**src/rtl/seg_scan_decoder.sv**
```systemverilog
// Receive-side monitor for the multiplexed 7-segment bus: decodes each scanned digit back to BCD and publishes 4-digit frames.
// Optional build macro SEG_BLANK_EN: seg FF decodes to digit F and ctl 1111 counts as blanking, not a select error.
module seg_scan_decoder #(
   parameter int STABLE_CYCLES  = 16,
   parameter int TIMEOUT_CYCLES = 1000000
) (
   input  logic       clk,
   input  logic       rst_n,
   input  logic [3:0] q_ctl_i,
   input  logic [7:0] q_out_i,
   output logic [3:0] dig0_o,
   output logic [3:0] dig1_o,
   output logic [3:0] dig2_o,
   output logic [3:0] dig3_o,
   output logic       frame_valid_o,
   output logic       pat_err_o,
   output logic       sel_err_o,
   output logic       link_lost_o
);

   localparam int SCW = $clog2(STABLE_CYCLES + 1);
   localparam int WDW = $clog2(TIMEOUT_CYCLES + 1);
   localparam logic [SCW-1:0] STAB_MAX = SCW'(STABLE_CYCLES);
   localparam logic [WDW-1:0] WD_MAX   = WDW'(TIMEOUT_CYCLES);

   logic [3:0]     ctl_s1_q, ctl_s2_q;
   logic [7:0]     seg_s1_q, seg_s2_q;
   logic [SCW-1:0] stab_q, stab_d;
   logic [WDW-1:0] wd_q, wd_d;
   logic [3:0]     mask_q, mask_d;
   logic [3:0]     work_q [4];
   logic [3:0]     dig_q  [4];
   logic           fv_q, pat_q, pat_d, sel_q, sel_d, lost_q, lost_d;

   logic           sample_chg, ctl_chg, capture, timeout, frame;
   logic           sel_legal, sel_blank, wr_en;
   logic [1:0]     sel_idx;
   logic [4:0]     dec;

   // Returns {valid, value}; valid=0 marks an undecodable pattern.
   function automatic logic [4:0] seg_decode(input logic [7:0] seg);
      case (seg)
         8'h03:   seg_decode = {1'b1, 4'd0};
         8'h9F:   seg_decode = {1'b1, 4'd1};
         8'h25:   seg_decode = {1'b1, 4'd2};
         8'h0D:   seg_decode = {1'b1, 4'd3};
         8'h99:   seg_decode = {1'b1, 4'd4};
         8'h49:   seg_decode = {1'b1, 4'd5};
         8'h41:   seg_decode = {1'b1, 4'd6};
         8'h1B:   seg_decode = {1'b1, 4'd7};
         8'h01:   seg_decode = {1'b1, 4'd8};
         8'h09:   seg_decode = {1'b1, 4'd9};
`ifdef SEG_BLANK_EN
         8'hFF:   seg_decode = {1'b1, 4'hF};
`endif
         default: seg_decode = 5'd0;
      endcase
   endfunction

   always_comb begin
      sel_legal = 1'b1;
      sel_idx   = 2'd0;
      case (ctl_s2_q)
         4'b1110: sel_idx = 2'd0;
         4'b1101: sel_idx = 2'd1;
         4'b1011: sel_idx = 2'd2;
         4'b0111: sel_idx = 2'd3;
         default: sel_legal = 1'b0;
      endcase
   end

`ifdef SEG_BLANK_EN
   assign sel_blank = (ctl_s2_q == 4'hF);
`else
   assign sel_blank = 1'b0;
`endif

   // A change is detected as the synced value moves into the second stage.
   assign sample_chg = ({ctl_s1_q, seg_s1_q} != {ctl_s2_q, seg_s2_q});
   assign ctl_chg    = (ctl_s1_q != ctl_s2_q);
   assign capture    = !sample_chg && (stab_q == STAB_MAX - SCW'(1));
   assign timeout    = !ctl_chg && (wd_q == WD_MAX - WDW'(1));
   assign frame      = (mask_q == 4'hF);
   assign dec        = seg_decode(seg_s2_q);

   always_comb begin
      stab_d = stab_q;
      if (sample_chg)           stab_d = '0;
      else if (stab_q != STAB_MAX) stab_d = stab_q + SCW'(1);

      wd_d = wd_q;
      if (ctl_chg)              wd_d = '0;
      else if (wd_q != WD_MAX)  wd_d = wd_q + WDW'(1);

      mask_d = mask_q;
      pat_d  = 1'b0;
      sel_d  = 1'b0;
      wr_en  = 1'b0;
      if (frame) mask_d = '0;
      // Applied after the frame clear so a coincident capture keeps its bit.
      if (capture) begin
         if (sel_legal) begin
            if (dec[4]) begin
               wr_en           = 1'b1;
               mask_d[sel_idx] = 1'b1;
            end else begin
               pat_d = 1'b1;
            end
         end else if (!sel_blank) begin
            sel_d = 1'b1;
         end
      end
      if (timeout) mask_d = '0;

      lost_d = lost_q;
      if (ctl_chg)      lost_d = 1'b0;
      else if (timeout) lost_d = 1'b1;
   end

   always_ff @(posedge clk or negedge rst_n) begin
      if (!rst_n) begin
         ctl_s1_q <= '0;
         ctl_s2_q <= '0;
         seg_s1_q <= '0;
         seg_s2_q <= '0;
         stab_q   <= '0;
         wd_q     <= '0;
         mask_q   <= '0;
         fv_q     <= 1'b0;
         pat_q    <= 1'b0;
         sel_q    <= 1'b0;
         lost_q   <= 1'b0;
         for (int i = 0; i < 4; i++) begin
            work_q[i] <= '0;
            dig_q[i]  <= '0;
         end
      end else begin
         ctl_s1_q <= q_ctl_i;
         ctl_s2_q <= ctl_s1_q;
         seg_s1_q <= q_out_i;
         seg_s2_q <= seg_s1_q;
         stab_q   <= stab_d;
         wd_q     <= wd_d;
         mask_q   <= mask_d;
         fv_q     <= frame;
         pat_q    <= pat_d;
         sel_q    <= sel_d;
         lost_q   <= lost_d;
         if (wr_en) work_q[sel_idx] <= dec[3:0];
         if (frame) begin
            for (int i = 0; i < 4; i++) dig_q[i] <= work_q[i];
         end
      end
   end

   assign dig0_o        = dig_q[0];
   assign dig1_o        = dig_q[1];
   assign dig2_o        = dig_q[2];
   assign dig3_o        = dig_q[3];
   assign frame_valid_o = fv_q;
   assign pat_err_o     = pat_q;
   assign sel_err_o     = sel_q;
   assign link_lost_o   = lost_q;

endmodule

```
**config.mk**
```make
export PLATFORM = sky130hd
export DESIGN_NAME = seg_scan_decoder
export DESIGN_NICKNAME = d
export VERILOG_FILES = /design/src/rtl/seg_scan_decoder.sv
export SDC_FILE = /design/constraint.sdc
export NUM_CORES = 1
export LEC_CHECK = 0
export ABC_CLOCK_PERIOD_IN_PS = 2360
export CELL_PAD_IN_SITES_DETAIL_PLACEMENT = 1
export CELL_PAD_IN_SITES_GLOBAL_PLACEMENT = 1
export CORE_MARGIN = 2
export CORE_UTILIZATION = 42
export DETAILED_ROUTE_END_ITERATION = 7
export PLACE_DENSITY = 0.75
export REMOVE_ABC_BUFFERS = 1
export SLEW_MARGIN = 25
export SYNTH_ARGS = -nofsm -noshare
export SYNTH_HDL_FRONTEND = slang
export SYNTH_SLANG_ARGS = --single-unit
```
**constraint.sdc**
```tcl
create_clock -name clk -period 2.36 [get_ports clk]
set_clock_uncertainty 0.15 [all_clocks]
set_input_delay 0.472 -clock clk [delete_from_list [all_inputs] [get_ports clk]]
set_output_delay 0.472 -clock clk [all_outputs]
set_load 0.02 [all_outputs]
```
Word level (Yosys, flattened, before mapping). Cells that the tools add are included. Widths: inputs -> output; s select.

Mux-type cells: 27. Equality and inequality tests: 21. Add/sub/neg operators: 2. Bitwise logic cells: 2. Magnitude comparators: 4. Reductions and logical operators: 10.

Operator list (number): $pmux 5 s10 (1); $mux 20 (2); $mux 4 (6); $add 20x1->20 const B (1); $eq 20x20->1 const B (1); $ne 20x20->1 const B (1); $bwmux 16 (1); $eq 4x4->1 const B (4); $eq 8x4->1 const B (2); $eq 8x7->1 const B (2); $eq 8x8->1 const B (2); $mux 1 (12); $ne 12x12->1 (1); $mux 5 (2); $demux 4 s2 (1); $eq 8x1->1 const B (1); $eq 8x2->1 const B (1); $eq 8x5->1 const B (1); $eq 8x6->1 const B (1); $pmux 2 s3 (1); $reduce_bool 2->1 (3); $add 5x1->5 const B (1); $eq 5x4->1 const B (1); $ne 5x5->1 const B (1); other kinds (12) (16).

Output and inout bits: 20. Word-level logic and storage cells: 85. Bits in registers: 89.

Logic depth before layout (Yosys ltp). Gate-level depths: netlist (run 1).

Word-level depth: 11. Gate-level depth with buffers: 6. Mapped depth without buffers: 6.

Worst setup path before layout (run 1). No wires, ideal clock.

Kind: reg-to-reg. Start point: reg seg_s2_q[7]. End point: reg work_q[0] (netlist bit). Arrival: 1.951 ns. Period minus slack after synthesis: 2.228 ns. Setup time: 0.127 ns. Cell stages (with the launch flop): 7. Setup slack: 0.132 ns. Cell sequence: dfrtp_1 -> buf_6 -> xor2_2 -> nor4_4 -> nand4_4 -> a2111oi_4 -> mux2_1.

Longest elaborated chain between the ends: 5. Elaborated cells between the ends (all ways): 18.

RTL lines: start: declaration (line 27) `logic [7:0] seg_s1_q, seg_s2_q;`; start signal: assignment (line 141) `seg_s2_q <= seg_s1_q;`; $eq 8x4->1, or another cell as far along (line 42) `case (seg)`; $pmux 5 s10 (line 42); $mux 1 (line 103) `if (dec[4]) begin`; $mux 1 (line 102) `if (sel_legal) begin`; $mux 1 (line 101) `if (capture) begin`; end signal: indexed assignment (line 149) `if (wr_en) work_q[sel_idx] <= dec[3:0];`; end: declaration (line 31) `logic [3:0] work_q [4];`.

Parallel ways exist; a longest one is shown, timed or not. A chain may end at the register's enable or synchronous reset.

Worst setup path after layout (run 1).
Start point: reg seg_s2_q[4]. End point: reg work_q[10] (netlist bit).

The elaborated chain is that of the path after synthesis.

==> summary.md, run 1 <==
| Metric | Value |
|---|---|
| Final wirelength | `8390 um` |
| Sequential cell area fraction in the yosys report | `56.4%` |
| Antenna Cells | `0` |
| Final setup fails | `5` |
| Final Core Density | `53.1%` |
| Warnings, synthesis | `0` |
| Main flop type after synthesis | `dfrtp_1` |
| Slew Limit Fails | `0` |
| Commonest non-fill, non-tap cell in the layout | `dfrtp_1` |
| Worst endpoint required time | `2460 ps` |
| Syn avg cell area | `11.5 um^2` |
| Grt total ovfl | `0` |
| Slew @ Worst Pin | `515 ps` |
| RSZ-0062 raised after global routing | `true` |
| Worst-path clk slew | `90 ps` |
| Final Hold Fails | `0` |
| Layout Area Growth over Synthesis | `23.7%` |
| FILL cells | `983` |
| Share of the synthesized area in the top cell type | `56.4%` |
| Syn Inst Count | `344` |
| Min-delay worst type | `flip-flop to flip-flop` |
| Layout Cells excl Fill | `524` |
| Failing checks | `setup timing` |
| Cell Area, Synth | `0.00395 mm^2` |
| GP Congestion | `0.803` |
| Power density cells | `554 mW/mm^2` |
| Multi-input gate area | `0.00171 mm^2` |
| Metal3 WL | `197 um` |
| Largest net degree at the start of global routing | `51` |
| Fmax | `415 MHz` |
| Final setup margin | `-51.5 ps` |
| Vias in the first global route | `2852` |
| Dominant cells by area after synthesis | `dfrtp_1 56%, nand2_1 5.6%, mux2_1 4.6%, xor2_1 3.8%, xnor2_1 3.1%` |
| Wire length per cell | `16.0 um` |
| Crit path capture type | `flip-flop` |
| #FFs+latches synth | `89` |
| I/O pin cnt | `34` |
| Worst Path Arrival | `2510 ps` |
| Setup TNS Final | `-157 ps` |
| Die Ht | `101 um` |
| Worst path max stage delay | `500 ps` |
| Placed cell count | `495` |
| EDFF count, synth | `0` |
| Root Driver | `clkbuf_8` |
| Critical Path Start Type | `flip-flop` |
| DR pass1 iterations | `4` |
| Synth area leader | `dfrtp_1` |
| Clock sink count | `89` |
| Max Fanout on Critical Path | `8` |
| TritonCTS clock tree | `done` |
| Post-layout min period | `2410 ps` |
| FP Rows | `35` |
| Most frequent cells in the layout | `84 x dfrtp_1, 59 x nand2_1, 32 x clkdlybuf4s50_1` |
| Number of port buffers | `33` |
| Post-layout nets | `427` |
| Async SR Flop Fraction | `100%` |
| Tot GR Track Use | `17.3%` |
| FF+latch area | `0.00223 mm^2` |
| DIE WIDTH | `101 um` |
| Slowest CP cell | `dfrtp_2` |
| Detailed Route Iter0 Violations | `85` |
| Residual DRC count | `0` |
| Slew headroom | `65.7%` |
| Post-route antenna net violation count | `0` |
| First-pass GRT wire length | `13900 um` |
| WS Path Type | `flip-flop to flip-flop` |
| Crit-path cells | `or3_4 -> o22ai_4 -> nor3b_4 -> o2111a_2 -> buf_6 -> mux2_4` |
| Core footprint | `0.00920 mm^2` |
| Routed vias | `2733` |
| CTS Buf Count | `9` |
| Peak supply drop | `0.000229 V` |
| Clock latency on the worst-skew pair | `360 ps` |
| Tcrit/Tclk final | `102%` |
| Wl on met1 | `3880 um` |
| Met2 routed WL | `4170 um` |
| Maxcap violations | `0` |
| Status | `finished with violations` |
| Vias per inst | `5.22` |
| Post-DP HPWL | `5650 um` |
| Unique masters post-synth | `49` |
| CTS max path bufs | `2` |
| Pleak | `0.00218 uW` |
| Starting Density | `42.9%` |
| Layout cells sized above 1 | `19.6%` |
| H-tree levels | `3` |
| Die area | `0.0102 mm^2` |
| Max layer used | `met4` |
| Initial antenna violation count | `0` |
-- routing by layer --
layer / track usage, % / vias to the layer above
met4: 6.24 / 0
met5: 0 / -
met2: 28.3 / 47
met3: 3.12 / 14
li1: - / 1300
met1: 23.0 / 1372
-- synthesized netlist by cell type (3+ instances only) --
cell      instances
nand3_1           8
nand2_1          59
mux2_1           16
and2_1            7
o21ba_1           3
inv_1            10
nor4_1            5
or3_1             5
and4_1            5
nand4_1           7
nor3_1            6
dfrtp_1          89
nor2_1           24
xnor2_1          14
xor2_1           17
o21ai_0           4
buf_6             4
a21oi_1           9
clkbuf_1          5
ha_1              5
nand2b_1          3
-- through the flow --
stage	hold WS (ps)	area [um^2]	setup slack (ps)	total power [uW]
global placement	226	4490	18.7	1740
detailed placement	230	4490	-40.5	1750
floorplan	26.4	3880	113	1660
CTS	247	4720	-17.7	2710
global route	262	4880	-90.0	2820
finish	252	4880	-51.5	2710
-- repair_timing --
action / CTS / global route
hold buffers: 1 / 0
endpoints found under the setup margin: 12 / 12
buffers inserted: 4 / 8
resized for setup: 3 / 28
pin swaps: 2 / 11
endpoints found under the hold margin: 39 / 0
-- path summary, 6_finish.rpt --
| kind | from | endpoint | slack [ps] | cells past startpoint |
|---|---|---|---|---|
| worst min register to register | seg_s1_q[6] | seg_s2_q[6] | 250 | 0 |
| max in group asynchronous | rst_n | seg_s2_q[3] | 920 | 3 |
| worst min-delay path | seg_s1_q[6] | seg_s2_q[6] | 250 | 0 |
| min in group asynchronous | rst_n | frame_valid_o | 470 | 2 |
| worst max register to register | seg_s2_q[4] | work_q[10] | -50 | 6 |
| worst max-delay path | seg_s2_q[4] | work_q[10] | -50 | 6 |
-- area by class of cell --
class | count | area share [%]
tap | 111 | 2.85
multi-input combinational | 234 | 35.0
inverter | 11 | 0.846
timing repair buffer | 63 | 11.9
clock buffer | 9 | 2.54
sequential | 89 | 45.8
clock inverter | 7 | 1.10
-- sequential cells by signal (all words and copies together), names as in the netlist --
name	cells
work_q	16
link_lost_o	1
ctl_s1_q	4
dig3_o	4
sel_err_o	1
pat_err_o	1
dig0_o	4
seg_s2_q	8
seg_s1_q	8
mask_q	4
frame_valid_o	1
dig1_o	4
stab_q	5
wd_q	20
dig2_o	4
ctl_s2_q	4
-- cell families (layout without fill, tap and decap cells) --
| family | after synthesis | count (layout) | share of synthesized area, % |
|---|---|---|---|
| compound gates | 30 | 30 | 6.56 |
| flops | 89 | 89 | 56.4 |
| buf+inv | 21 | 90 | 2.76 |
| fa+ha+maj | 5 | 5 | 1.59 |
| simple gates | 148 | 148 | 19.9 |
| xor+xnor | 33 | 33 | 7.70 |
| mux | 18 | 18 | 5.07 |
-- report_power, final --
group          switching [uW]  internal, uW  leakage, uW  total (uW)
logic                    94.4          72.9     0.000915         167
registers                29.2          1550      0.00118        1580
clock network             573           390    0.0000822         963
-- critical path: cells and delay by family (launching register included) --
kind / cells / cell delay, ps
flip-flops: 1 / 500
AO/OA/AOI/OAI: 2 / 510
AND/OR/NAND/NOR: 2 / 710
buffers and inverters: 1 / 120
multiplexers: 1 / 300
Power figures use the tool's default switching activity.
==> run 2: changes to the inputs <==
Settings changed: ABC_CLOCK_PERIOD_IN_PS 2360 to unset.
==> results of run 2 <==
Final layout, timing and power as in run 1 (identical DEF).
